===== config.mk =====
export PLATFORM = sky130hd
export DESIGN_NAME = dds_load_ctrl
export DESIGN_NICKNAME = d
export VERILOG_FILES = /design/src/rtl/dds_pkg.sv /design/src/rtl/dds_tw_shift.sv /design/src/rtl/dds_load_ctrl.sv
export SDC_FILE = /design/constraint.sdc
export NUM_CORES = 1
export LEC_CHECK = 0
export ABC_AREA = 0
export CAP_MARGIN = 20
export CORE_MARGIN = 3
export CORE_UTILIZATION = 45
export CTS_CLUSTER_DIAMETER = 50
export CTS_CLUSTER_SIZE = 24
export DETAILED_ROUTE_END_ITERATION = 8
export PLACE_DENSITY = 0.84
export SLEW_MARGIN = 0
export SYNTH_ARGS = -nofsm -noshare
export SYNTH_HDL_FRONTEND = slang
export SYNTH_HIERARCHICAL = 1
export SYNTH_SLANG_ARGS = --single-unit

===== constraint.sdc =====
create_clock -name clk -period 5.5 [get_ports clk]
set_input_delay 1.65 -clock clk [delete_from_list [all_inputs] [get_ports clk]]
set_output_delay 1.65 -clock clk [all_outputs]
set_load 0.02 [all_outputs]

===== src/rtl/dds_pkg.sv =====
// Shared DDS definitions: command opcodes, load-controller state encoding
// and a small width helper used for byte counters.
package dds_pkg;

  // Command opcodes carried on cmd_op.
  typedef enum logic [1:0] {
    OP_STOP     = 2'b00,
    OP_LOAD_RAM = 2'b01,
    OP_LOAD_TW  = 2'b10,
    OP_RUN      = 2'b11
  } dds_op_e;

  // Load-controller states; the DDS datapath decodes RUN from this encoding.
  typedef enum logic [1:0] {
    ST_IDLE     = 2'b00,
    ST_LOAD_RAM = 2'b01,
    ST_LOAD_TW  = 2'b10,
    ST_RUN      = 2'b11
  } dds_state_e;

  // Width of a counter that must hold values 0..n-1 (at least one bit).
  function automatic int cnt_width(input int n);
    return (n > 1) ? $clog2(n) : 1;
  endfunction

endpackage


===== src/rtl/dds_tw_shift.sv =====
// Tuning-word assembler: shifts stream bytes in MSB first, counts them and
// raises tw_valid once a complete word of TW_BYTES bytes has been loaded.
// start clears the counter and tw_valid; the word itself is overwritten by
// the following shifts, so it is left alone on start.
module dds_tw_shift
  import dds_pkg::*;
#(
  parameter int TW_BYTES = 4
) (
  input  logic                  clk,
  input  logic                  reset,
  input  logic                  start,
  input  logic                  shift_en,
  input  logic [7:0]            byte_in,
  output logic [8*TW_BYTES-1:0] tuning_word,
  output logic                  tw_valid,
  output logic                  last_byte
);

  localparam int TW_W  = 8 * TW_BYTES;
  localparam int CNT_W = cnt_width(TW_BYTES);
  localparam logic [CNT_W-1:0] CNT_LAST = CNT_W'(TW_BYTES - 1);

  logic [TW_W-1:0]  tw_reg, tw_next;
  logic [TW_W-1:0]  tw_shifted;
  logic [CNT_W-1:0] cnt_reg, cnt_next;
  logic             valid_reg, valid_next;

  // Shift-left-by-one-byte network: byte 0 takes the new byte, every higher
  // byte takes its lower neighbour (works for any TW_BYTES >= 1).
  genvar gi;
  generate
    for (gi = 0; gi < TW_BYTES; gi++) begin : g_byte
      if (gi == 0) begin : g_lsb
        assign tw_shifted[7:0] = byte_in;
      end else begin : g_upper
        assign tw_shifted[8*gi +: 8] = tw_reg[8*(gi-1) +: 8];
      end
    end
  endgenerate

  assign last_byte   = shift_en && (cnt_reg == CNT_LAST);
  assign tuning_word = tw_reg;
  assign tw_valid    = valid_reg;

  // Next-state: restart on start, otherwise shift and count accepted bytes.
  always_comb begin
    tw_next    = tw_reg;
    cnt_next   = cnt_reg;
    valid_next = valid_reg;
    if (start) begin
      cnt_next   = '0;
      valid_next = 1'b0;
    end else if (shift_en) begin
      tw_next = tw_shifted;
      if (cnt_reg == CNT_LAST) begin
        cnt_next   = '0;
        valid_next = 1'b1;
      end else begin
        cnt_next = cnt_reg + CNT_W'(1);
      end
    end
  end

  // Word, byte counter and valid flag registers.
  always_ff @(posedge clk or negedge reset) begin
    if (!reset) begin
      tw_reg    <= '0;
      cnt_reg   <= '0;
      valid_reg <= 1'b0;
    end else begin
      tw_reg    <= tw_next;
      cnt_reg   <= cnt_next;
      valid_reg <= valid_next;
    end
  end

endmodule


===== src/rtl/dds_load_ctrl.sv =====
// DDS load controller: sequences waveform-RAM loading, tuning-word loading
// and the RUN state that enables the phase accumulator.
// Optional macro DDS_CKSUM_EN adds a cksum output (XOR of the bytes written
// during the current RAM load).
// The stream is byte oriented: s_data[7:0] feeds the tuning-word shifter,
// so DATA_W is expected to be at least 8.
module dds_load_ctrl
  import dds_pkg::*;
#(
  parameter int ADDR_W   = 8,
  parameter int DATA_W   = 8,
  parameter int TW_BYTES = 4
) (
  input  logic                  clk,
  input  logic                  reset,
  input  logic                  cmd_valid,
  input  logic [1:0]            cmd_op,
  output logic                  cmd_ready,
  input  logic                  s_valid,
  input  logic [DATA_W-1:0]     s_data,
  output logic                  s_ready,
  output logic                  ram_we,
  output logic [ADDR_W-1:0]     ram_addr,
  output logic [DATA_W-1:0]     ram_wdata,
  output logic                  ram_full,
  output logic [8*TW_BYTES-1:0] tuning_word,
  output logic                  tw_valid,
  output logic                  phase_ena,
  output logic                  busy
`ifdef DDS_CKSUM_EN
  ,
  output logic [DATA_W-1:0]     cksum
`endif
);

  localparam logic [ADDR_W-1:0] ADDR_LAST = {ADDR_W{1'b1}};

  dds_state_e        state_reg, state_next;
  logic [ADDR_W-1:0] addr_reg, addr_next;
  logic              ram_full_reg, ram_full_next;
  // Remembers that the current tuning-word load was started from RUN.
  logic              ret_run_reg, ret_run_next;
  logic              tw_start;
  logic              tw_shift;
  logic              tw_last;
`ifdef DDS_CKSUM_EN
  logic [DATA_W-1:0] cksum_reg, cksum_next;
`endif

  // Tuning-word assembler; bytes reach it only while loading the word.
  dds_tw_shift #(
    .TW_BYTES (TW_BYTES)
  ) u_tw_shift (
    .clk         (clk),
    .reset       (reset),
    .start       (tw_start),
    .shift_en    (tw_shift),
    .byte_in     (s_data[7:0]),
    .tuning_word (tuning_word),
    .tw_valid    (tw_valid),
    .last_byte   (tw_last)
  );

  assign ram_addr  = addr_reg;
  assign ram_wdata = s_data;
  assign ram_full  = ram_full_reg;
  assign busy      = (state_reg != ST_IDLE);
`ifdef DDS_CKSUM_EN
  assign cksum     = cksum_reg;
`endif

  // Next-state and output decode; commands act on the following edge and
  // RAM writes are presented combinationally in the transfer cycle.
  always_comb begin
    state_next    = state_reg;
    addr_next     = addr_reg;
    ram_full_next = ram_full_reg;
    ret_run_next  = ret_run_reg;
    tw_start      = 1'b0;
    tw_shift      = 1'b0;
    cmd_ready     = 1'b0;
    s_ready       = 1'b0;
    ram_we        = 1'b0;
    phase_ena     = 1'b0;
`ifdef DDS_CKSUM_EN
    cksum_next    = cksum_reg;
`endif
    case (state_reg)
      ST_IDLE: begin
        cmd_ready = 1'b1;
        if (cmd_valid) begin
          case (dds_op_e'(cmd_op))
            OP_LOAD_RAM: begin
              state_next    = ST_LOAD_RAM;
              addr_next     = '0;
              ram_full_next = 1'b0;
`ifdef DDS_CKSUM_EN
              cksum_next    = '0;
`endif
            end
            OP_LOAD_TW: begin
              state_next   = ST_LOAD_TW;
              ret_run_next = 1'b0;
              tw_start     = 1'b1;
            end
            OP_RUN: begin
              // Only start the accumulator with a full table and a word.
              if (ram_full_reg && tw_valid) begin
                state_next = ST_RUN;
              end
            end
            default: begin
              state_next = ST_IDLE;
            end
          endcase
        end
      end

      ST_LOAD_RAM: begin
        s_ready = 1'b1;
        if (s_valid) begin
          ram_we    = 1'b1;
          addr_next = addr_reg + ADDR_W'(1);
`ifdef DDS_CKSUM_EN
          cksum_next = cksum_reg ^ s_data;
`endif
          if (addr_reg == ADDR_LAST) begin
            // Last location written: table complete, counter wraps to 0.
            ram_full_next = 1'b1;
            state_next    = ST_IDLE;
          end
        end
      end

      ST_LOAD_TW: begin
        s_ready = 1'b1;
        if (s_valid) begin
          tw_shift = 1'b1;
          if (tw_last) begin
            state_next = ret_run_reg ? ST_RUN : ST_IDLE;
          end
        end
      end

      ST_RUN: begin
        cmd_ready = 1'b1;
        phase_ena = 1'b1;
        if (cmd_valid) begin
          case (dds_op_e'(cmd_op))
            OP_STOP: begin
              state_next = ST_IDLE;
            end
            OP_LOAD_TW: begin
              // Retune on the fly; come back to RUN when the word is in.
              state_next   = ST_LOAD_TW;
              ret_run_next = 1'b1;
              tw_start     = 1'b1;
            end
            default: begin
              state_next = ST_RUN;
            end
          endcase
        end
      end

      default: begin
        state_next = ST_IDLE;
      end
    endcase
  end

  // Controller state registers; reset aborts any load immediately.
  always_ff @(posedge clk or negedge reset) begin
    if (!reset) begin
      state_reg    <= ST_IDLE;
      addr_reg     <= '0;
      ram_full_reg <= 1'b0;
      ret_run_reg  <= 1'b0;
    end else begin
      state_reg    <= state_next;
      addr_reg     <= addr_next;
      ram_full_reg <= ram_full_next;
      ret_run_reg  <= ret_run_next;
    end
  end

`ifdef DDS_CKSUM_EN
  // Running XOR of the bytes written in the current RAM load.
  always_ff @(posedge clk or negedge reset) begin
    if (!reset) begin
      cksum_reg <= '0;
    end else begin
      cksum_reg <= cksum_next;
    end
  end
`endif

endmodule


# Yosys cells after proc, flatten, opt, wreduce, memory -nomap -nowiden

Cells that the tools add are included.

Word-level logic and storage cells: 85
Bits of input ports: 14
Flip-flop bits (word level): 47
Output and inout port bits: 55

Multiplexer cells: 40
Reduce and logical (&&, ||, !) cells: 17
Bitwise gates (word level): 1
Eq/ne operators: 18
$add $sub $neg: 2

Operator list:

| kind                  | count |
|---|---|
| $mux W8               | 3 |
| $mux W2               | 11 |
| $mux W1               | 20 |
| $ne A2 B2 Y1 const B  | 8 |
| $pmux W8 S2           | 1 |
| $eq A2 B2 Y1 const B  | 5 |
| $reduce_and A5 Y1     | 2 |
| $reduce_bool A2 Y1    | 5 |
| $add A8 B1 Y8 const B | 1 |
| $eq A8 B8 Y1 const B  | 1 |
| $pmux W2 S4           | 1 |
| $reduce_and A7 Y1     | 1 |
| $pmux W2 S3           | 1 |
| $eq A2 B1 Y1 const B  | 2 |
| $logic_not A2 Y1      | 2 |
| $pmux W1 S2           | 2 |
| $pmux W2 S2           | 1 |
| $reduce_and A2 Y1     | 2 |
| $reduce_and A4 Y1     | 1 |
| $reduce_or A2 Y1      | 2 |
| $ne A3 B3 Y1 const B  | 1 |
| $add A2 B1 Y2 const B | 1 |
| $logic_and A1 B1 Y1   | 2 |
| $ne A2 B1 Y1 const B  | 1 |
| $not A1 Y1            | 1 |

# Longest topological paths before layout

Gate-level depths: netlist of run 1.

Word-level depth: 6
Mapped depth: 8

# Hierarchy

Netlist of run 1, hierarchy kept.

Modules (own cells, without submodules):

| module        | instances | seq. area each (µm²) | cells each | area an instance (µm²) |
|---|---|---|---|---|
| dds_tw_shift  | 1         | 875.8                | 81         | 1495.2 |
| dds_load_ctrl | 1         | 300.3                | 97         | 947.2 |

# Least setup slack after synthesis of run 1

Ideal clock, no wire load.

Path kind: in2out
Start point: input port s_valid
End point: output port ram_we
Stages on the path: 1
Buffers on the path: 0
Path slack: 1.974 ns
Required time: 3.850 ns
Arrival: 1.876 ns
Cells stage by stage: and2_1

Cells in the longest elaborated chain, start to end: 2

RTL lines:

| what               | line                 | RTL |
|---|---|---|
| start: declaration | dds_load_ctrl.sv:19  | `input logic s_valid,` |
| $mux W1            | dds_load_ctrl.sv:121 | `if (s_valid) begin` |
| $mux W1            | dds_load_ctrl.sv:88  | `case (state_reg)` |
| end: declaration   | dds_load_ctrl.sv:22  | `output logic ram_we,` |

No other way between the ends.

# Worst setup path after layout of run 1

Same ends and word-level chain as after synthesis.

==> results_dict.tcl, run 1 <==
set metrics [dict create \
    cp_max_fo 8 \
    period_share 0.859 \
    place_congestion 0.788 \
    hold_violations 0 \
    crit_path_end_kind "output port" \
    grt_pass1_wl_um 7820 \
    tns_ps 0 \
    wl_met2_um 2190 \
    synthSimpleGateAreaFrac 0.0907 \
    overflow 0 \
    setup_slack_ps 778 \
    cts_tree "yes" \
    vdd_drop_max_v 0.000307 \
    place_ws_ps 773 \
    maxSlewHeadroom 0.476 \
    fin_cells 312 \
    die_y_um 79.7 \
    ctsResizeCount 0 \
    first_pass_iters 4 \
    hpwlAfterDp_um 3330 \
    reg2regPathDepth 6 \
    synth_common_cells "47 x dfrtp_1, 30 x mux2_4, 11 x nor2_1" \
    synthDistinctLibCells 35 \
    worst-setup-path-type "in -> out" \
    placed_area_um2 3070 \
    clock_path_buffers 2 \
    power_leakage_nw 1.36 \
    design.core.area_um2 5170 \
    rsz0062_at_grt "false" \
    synthMuxAreaShare 0.220 \
    routed-wl-met3_um 396 \
    wl_met1_um 1970 \
    clockRootBuffer "clkbuf_8" \
    grt_pass1_vias 1677 \
    p_sw_frac 0.381 \
    synth_edf_count 0 \
    crit_start "s_valid" \
    synth_area_um2 2440 \
    routed_wl_um 4620 \
    fin_nets 262 \
    drc 0 \
    status "complete, no violations" \
    postCtsSetupRepairBufs 0 \
    synth_top_family_by_area "multiplexers" \
    pwr-share-seq 0.335 \
    yosysSeqAreaShare 0.482 \
    die_area_um2 6350 \
    netlist_top_cells_area "dfrtp_1 48%, mux2_4 18%, ha_1 3.6%" \
    min_path_type "reg -> reg" \
    p_sw_w 0.000699 \
    synthAdderAreaFrac 0.0359 \
    slew_violations 0 \
    largest_register_ffs 32 \
    cts.sinks 47 \
    ant_nets 0 \
    hold_slack_ps 517 \
    drive_above_1_share 0.215 \
    synth_xor_area_frac 0.0179 \
    period_needed_ps 4720 \
    timing.rr.start "state_reg[0]" \
    max_freq_mhz 212 \
    drtIter0Drc 56 \
    highest_layer "met4" \
    dp_cells 303 \
    internal_power_w 0.00113 \
    cts_buffers 5 \
    ios 69 \
    die_w_um 79.7 \
    rows 26 \
    wl_per_cell_um 14.8 \
    antenna_cells 0 \
    grt_usage 0.159 \
    cts-hold-fix-buffers 0 \
    p_clk_frac 0.117 \
    port-buffer-count 68 \
    vias 1587 \
    avgSynthCellArea_um2 13.7 \
    syn-num-nets 199 \
    postSynthCellCount 178 \
    antenna_found_initial 0 \
    ys_seq_elements 47 \
    drv_cap 0 \
    insertion_delay_ps 300 \
    yosysWarnings 6 \
    final_area_um2 3180 \
    async_flop_share 1.00 \
    yosysTopAreaCell "dfrtp_1" \
    yosysMostFrequentCell "dfrtp_1" \
    grt_max_degree 48 \
    area_delta_synth_final_pct 30.1 \
    required_ps 3850 \
    crit_arrival_ps 3070 \
    combPwrFrac 0.548 \
    worstMarginPinSlew_ps 780 \
    cts_htree_levels 2 \
    worst_setup_path_start_kind "input port" \
    via_per_inst 5.09 \
    critPathCapture "ram_we" \
    finalSetupViolCount 0 \
    reg2reg_slack_ps 3300 \
    synth_top_flop_cell "dfrtp_1" \
    cellPowerDensity_nw_per_um2 577 \
    synth_top_area_share 0.482 \
    rr_endpoint "u_tw_shift/tuning_word[15]" \
    synth_compound_area_frac 0.0804 \
    start_util 0.472 \
    skew_ps 3.96 \
    clk_pin_slew_ps 90 \
]
## worst max-delay path, cell delays in order
cell and delay [ps]:
clkdlybuf4s50_1 630, and2_1 190, clkdlybuf4s50_1 600
## through the flow
stage          total power [W]   util
6_report               0.00183  0.614
5_1_grt                0.00195  0.614
4_1_cts                0.00186  0.611
3_5_place_dp           0.00163  0.593
3_3_place_gp           0.00160  0.593
2_1_floorplan          0.00125      -
## area by class of cell
cell class | instances | area, um2
clock buffer | 5 | 68.8
timing repair buffer | 70 | 703
tap | 70 | 87.6
clock inverter | 3 | 22.5
sequential | 47 | 1180
multi-input combinational | 108 | 1090
inverter | 9 | 33.8
fill | 418 | 1990
## routing by layer
layer  GRT usage  vias up
li1            -      735
met1       0.188      790
met2       0.263       56
met3      0.0666        6
met4      0.0464        0
met5           0        -
## cells by family after synthesis
logic type / count (synthesis)
compound gates: 20
xor+xnor: 5
fa+ha+maj: 7
buf+inv: 23
flops: 47
mux: 37
simple gates: 39
## power by group through the flow
stage / clock network [W] / logic [W] / registers [W]
after detailed placement: 0 / 0.00101 / 0.000619
final: 0.000215 / 0.00100 / 0.000614
after global placement: 0 / 0.000992 / 0.000611
after floorplan: 0 / 0.000493 / 0.000761
after global routing: 0.000241 / 0.00107 / 0.000636
after CTS: 0.000227 / 0.00101 / 0.000616
## how the worst min path moves through the flow
stage / depth (start not counted) / slack (ps) / end / startpoint
2_1_floorplan: 1 / 490 / ret_run_reg / ret_run_reg
4_1_cts: 1 / 520 / u_tw_shift/tuning_word[28] / u_tw_shift/tuning_word[28]
6_report: 1 / 520 / u_tw_shift/tuning_word[31] / u_tw_shift/tuning_word[31]
3_3_place_gp: 1 / 490 / u_tw_shift/tuning_word[31] / u_tw_shift/tuning_word[31]
3_5_place_dp: 1 / 490 / u_tw_shift/tuning_word[28] / u_tw_shift/tuning_word[28]
5_1_grt: 1 / 530 / u_tw_shift/tuning_word[28] / u_tw_shift/tuning_word[28]
## cell usage in the layout, fill, tap and decap left out, types with 2 or more instances in the layout
cell,Yosys,final
o21ai_0,4,4
nand3_1,3,3
nor2_1,11,11
mux2i_1,3,3
dfrtp_1,47,47
clkdlybuf4s50_1,0,67
a21oi_1,4,4
xnor2_1,5,5
ha_1,7,7
and2_1,4,4
mux2_2,3,3
inv_1,9,9
a2111oi_4,3,3
nand2b_1,2,2
nand4_1,4,4
a211oi_1,2,2
nand2_1,8,8
clkbuf_8,0,5
inv_6,0,2
mux2_4,30,30
Note: power is estimated with default switching activity, not from simulation.
==> run 2, diff against run 1 <==
Settings changed: CORE_UTILIZATION 45 to 40, GPL_TIMING_DRIVEN set to 0, PLACE_DENSITY 0.84 to 0.77, SKIP_CTS_REPAIR_TIMING set to 1.
==> run 2 against run 1 <==
Effect of this change:
- design area rose by 5.1%
- global-route usage fell by 0.89 points
- utilization decreased by 2.9 points
- first-iteration DRC count is 25% lower
- largest cell class unchanged
- highest routed layer unchanged
==> results_dict.tcl, run 2 (synthesized netlist as in run 1, its figures left out) <==
set metrics [dict create \
    status "complete, no violations" \
    grt_usage 0.150 \
    rsz0062_at_grt "false" \
    worstMarginPinSlew_ps 845 \
    hold_slack_ps 520 \
    die_area_um2 7080 \
    crit_path_frequent_cell "clkdlybuf4s50_1" \
    min_path_type "reg -> reg" \
    tns_ps 0 \
    rr_endpoint "ram_full" \
    cp_num_cells 3 \
    design.core.area_um2 5710 \
    routed_wl_um 5080 \
    wl_per_cell_um 15.5 \
    crit_path_end_kind "output port" \
    antenna_cells 0 \
    cts_tree "yes" \
    slowest_delay_ps 650 \
    via_per_inst 4.91 \
    vias 1604 \
    drtIter0Drc 42 \
    antenna_found_initial 0 \
    drive_above_1_share 0.255 \
    p_sw_frac 0.372 \
    hpwlAfterDp_um 3710 \
    clockRootBuffer "clkbuf_8" \
    insertion_delay_ps 300 \
    crit_slowest_cell "clkdlybuf4s50_1" \
    p_sw_w 0.000716 \
    period_needed_ps 4750 \
    p_clk_frac 0.133 \
    cts_htree_levels 2 \
    vdd_drop_max_v 0.000323 \
    reg2regPathDepth 6 \
    fin_nets 275 \
    drc 0 \
    skew_ps 9.00 \
    filler_cell_count 487 \
    largest_register_ffs 32 \
    reg2reg_slack_ps 3480 \
    rows 27 \
    crit_start "s_valid" \
    hold_violations 0 \
    grt_max_degree 29 \
    regArea_um2 1180 \
    finalSetupViolCount 0 \
    area_delta_synth_final_pct 36.8 \
    layout_common_cells "67 x clkdlybuf4s50_1, 47 x dfrtp_1, 30 x mux2_4, 11 x nor2_1, 10 x buf_4" \
    die_y_um 84.1 \
    worst-setup-path-type "in -> out" \
    timing.rr.start "state_reg[0]" \
    multi_input_area_um2 1090 \
    cts_buffers 5 \
    start_util 0.428 \
    max_freq_mhz 210 \
    path_cells "clkdlybuf4s50_1, and2_1, clkdlybuf4s50_1" \
    critPathBufInv 2 \
    final_common_cell "clkdlybuf4s50_1" \
    maxSlewHeadroom 0.433 \
    ios 69 \
    worst_setup_path_start_kind "input port" \
    grt_pass1_vias 1720 \
    critPathTopFamily "buffers and inverters" \
    clock_path_buffers 2 \
    place_congestion 0.753 \
    clk_pin_slew_ps 90 \
    critPathCapture "ram_we" \
    grt_pass1_wl_um 8580 \
    period_share 0.864 \
    hold_depth 1 \
    crit_arrival_ps 3100 \
    cts.sinks 47 \
    port-buffer-count 68 \
    overflow 0 \
    power_leakage_nw 1.45 \
    cp_max_fo 8 \
    pwr-share-seq 0.322 \
    combPwrFrac 0.546 \
    internal_power_w 0.00121 \
    cellPowerDensity_nw_per_um2 576 \
    ant_nets 0 \
    die_w_um 84.1 \
    required_ps 3850 \
    slew_violations 0 \
    drv_cap 0 \
    first_pass_iters 4 \
]
[run 2: worst reg2reg max path: cells and delay by family, from the launching register on]
family	cells	cell delay, ps
flops	1	420
simple gates	2	820
fa+ha+maj	1	220
buf+inv	3	430
[run 2: how the worst min path moves through the flow]
| stage | start | slack (ps) | endpoint |
|---|---|---|---|
| final | u_tw_shift/tuning_word[31] | 520 | u_tw_shift/tuning_word[31] |
| after global routing | u_tw_shift/tuning_word[31] | 550 | u_tw_shift/tuning_word[31] |
| after floorplan | ret_run_reg | 490 | ret_run_reg |
| after global placement | u_tw_shift/tuning_word[31] | 500 | u_tw_shift/tuning_word[31] |
| after detailed placement | u_tw_shift/tuning_word[29] | 500 | u_tw_shift/tuning_word[29] |
| after CTS | u_tw_shift/tuning_word[27] | 530 | u_tw_shift/tuning_word[27] |
[run 2: area by class of cell]
class / instances / share of cell area
Inverter: 9 / 0.0101
Timing Repair Buffer: 69 / 0.208
Multi-Input combinational cell: 108 / 0.325
Clock buffer: 5 / 0.0206
Clock inverter: 3 / 0.0131
Buffer: 14 / 0.0438
Sequential cell: 47 / 0.352
Tap cell: 72 / 0.0270
[run 2: per-layer routing]
metal,share of wire,vias up,GRT usage
met1,0.46,775,0.206
met5,0,-,0
met4,0.0045,0,0.0395
li1,-,762,-
met2,0.44,65,0.222
met3,0.095,2,0.0589
[run 2: per-stage QoR]
| step | power (W) | util | setup slack, ps | instances | instance area, um2 |
|---|---|---|---|---|---|
| 2_1_floorplan | 0.00125 | - | 1970 | 178 | 2440 |
| 3_3_place_gp | 0.00165 | 0.563 | 755 | 318 | 3210 |
| 3_5_place_dp | 0.00168 | 0.565 | 764 | 319 | 3230 |
| 4_1_cts | 0.00195 | 0.585 | 761 | 327 | 3340 |
| 5_1_grt | 0.00204 | 0.585 | 729 | 327 | 3340 |
| 6_report | 0.00193 | 0.585 | 748 | 327 | 3340 |
[run 2: power groups by stage]
stage	registers (W)	logic, W	clock network (W)
6_report	0.000619	0.00105	0.000255
5_1_grt	0.000644	0.00111	0.000277
4_1_cts	0.000621	0.00106	0.000264
3_5_place_dp	0.000624	0.00106	0
3_3_place_gp	0.000614	0.00104	0
2_1_floorplan	0.000761	0.000493	0
==> run 3, diff against run 2 <==
Settings changed: PLACE_DENSITY 0.77 to 0.69.
==> run 3 against run 2 <==
Effect of this change:
- non-clock buffer count unchanged
- flip-flop and latch count unchanged
- global-route usage down 0.20 points
- clock power up 17%
- via count down 0.62%
- critical path type unchanged
- sequential power down 1%
- cell count unchanged
- total power up 1.8%
==> results_dict.tcl, run 3 (synthesized netlist as in run 1, its figures left out) <==
set metrics [dict create \
    period_share 0.865 \
    period_needed_ps 4760 \
    vias 1594 \
    drc 0 \
    wl_per_cell_um 15.1 \
    place_ws_ps 739 \
    cts_buffers 5 \
    slowest_delay_ps 670 \
    layout_common_cells "67 x clkdlybuf4s50_1, 47 x dfrtp_1, 30 x mux2_4, 11 x nor2_1, 10 x buf_4" \
    cp_max_fo 8 \
    vdd_drop_max_v 0.000308 \
    required_ps 3850 \
    power_leakage_nw 1.45 \
    reg2regPathDepth 6 \
    filler_cell_count 469 \
    die_y_um 84.1 \
    pwr-share-seq 0.313 \
    rsz0062_at_grt "false" \
    setup_slack_ps 744 \
    area_delta_synth_final_pct 37.6 \
    fin_nets 275 \
    start_util 0.428 \
    via_per_inst 4.87 \
    cellPowerDensity_nw_per_um2 583 \
    grt_pass1_vias 1664 \
    hpwlAfterDp_um 3580 \
    grt_pass1_wl_um 8400 \
    p_clk_frac 0.152 \
    combPwrFrac 0.535 \
    critPathCapture "ram_we" \
    cts_htree_levels 2 \
    final_common_cell "clkdlybuf4s50_1" \
    reg2reg_slack_ps 3450 \
    port-buffer-count 68 \
    crit_path_frequent_cell "clkdlybuf4s50_1" \
    cts_tree "yes" \
    clk_pin_slew_ps 80 \
    slew_violations 0 \
    drive_above_1_share 0.251 \
    overflow 0 \
    ant_nets 0 \
    place_congestion 0.732 \
    grt_usage 0.148 \
    rows 27 \
    final_util 0.589 \
    worstMarginPinSlew_ps 870 \
    design.core.area_um2 5710 \
    timing.rr.start "state_reg[0]" \
    die_w_um 84.1 \
    status "complete, no violations" \
    internal_power_w 0.00126 \
    path_cells "clkdlybuf4s50_1, and2_1, clkdlybuf4s50_1" \
    clockRootBuffer "clkbuf_8" \
    skew_ps 5.69 \
    crit_arrival_ps 3110 \
    cts.sinks 47 \
    p_sw_frac 0.359 \
    finalSetupViolCount 0 \
    crit_start "s_valid" \
    drtIter0Drc 29 \
    crit_slowest_cell "clkdlybuf4s50_1" \
    worst_setup_path_start_kind "input port" \
    max_freq_mhz 210 \
    ios 69 \
    largest_register_ffs 32 \
    drv_cap 0 \
    insertion_delay_ps 300 \
    tns_ps 0 \
    power_w 0.00196 \
    maxSlewHeadroom 0.416 \
    crit_path_end_kind "output port" \
    rr_endpoint "ram_addr[4]" \
    antenna_found_initial 0 \
    die_area_um2 7080 \
    worst-setup-path-type "in -> out" \
    routed_wl_um 4930 \
    hold_slack_ps 521 \
    antenna_cells 0 \
    first_pass_iters 4 \
    grt_max_degree 35 \
    p_sw_w 0.000703 \
    clock_path_buffers 2 \
    hold_violations 0 \
    min_path_type "reg -> reg" \
]
-- run 3: cell type report --
| type | instances | area (um2) | area share |
|---|---|---|---|
| inverters | 9 | 33.8 | 0.0101 |
| repair buffers | 69 | 696 | 0.207 |
| well taps | 72 | 90.1 | 0.0268 |
| flip-flops and latches | 47 | 1180 | 0.350 |
| clock buffers | 6 | 72.6 | 0.0216 |
| plain buffers | 14 | 146 | 0.0436 |
| multi-input cells | 108 | 1090 | 0.323 |
| clock inverters | 2 | 60.1 | 0.0179 |
-- run 3: power groups by stage --
stage                     logic [W]  registers (W)  clock network [W]
after floorplan            0.000493       0.000761                  0
after global placement      0.00104       0.000614                  0
after detailed placement    0.00105       0.000621                  0
after CTS                   0.00106       0.000618           0.000306
after global routing        0.00112       0.000639           0.000324
final                       0.00105       0.000613           0.000298
-- run 3: layer usage --
metal  track usage  vias up  share of wire  wire length, um
li1              -      762              -                -
met1         0.194      765           0.47             2310
met2         0.223       62           0.43             2110
met5             0        -              0                0
met4        0.0439        0          0.012               61
met3        0.0628        5          0.091              449
-- run 3: critical path, delay by kind of cell --
family,cells,cell delay [ps]
and+or+nand+nor,1,190
buffers and inverters,2,1270
-- run 3: worst min-delay path by stage --
stage	startpoint	endpoint	slack, ps	depth (start not counted)
finish	u_tw_shift/tuning_word[31]	u_tw_shift/tuning_word[31]	520	1
CTS	u_tw_shift/tuning_word[30]	u_tw_shift/tuning_word[30]	530	1
global route	u_tw_shift/tuning_word[30]	u_tw_shift/tuning_word[30]	560	1
global placement	u_tw_shift/tuning_word[31]	u_tw_shift/tuning_word[31]	500	1
detailed placement	u_tw_shift/tuning_word[29]	u_tw_shift/tuning_word[29]	500	1
floorplan	ret_run_reg	ret_run_reg	490	1
-- run 3: per-stage QoR --
step / cell area, um2 / cells
after floorplan: 2440 / 178
after global placement: 3210 / 318
after detailed placement: 3230 / 319
after CTS: 3360 / 327
after global routing: 3360 / 327
final: 3360 / 327
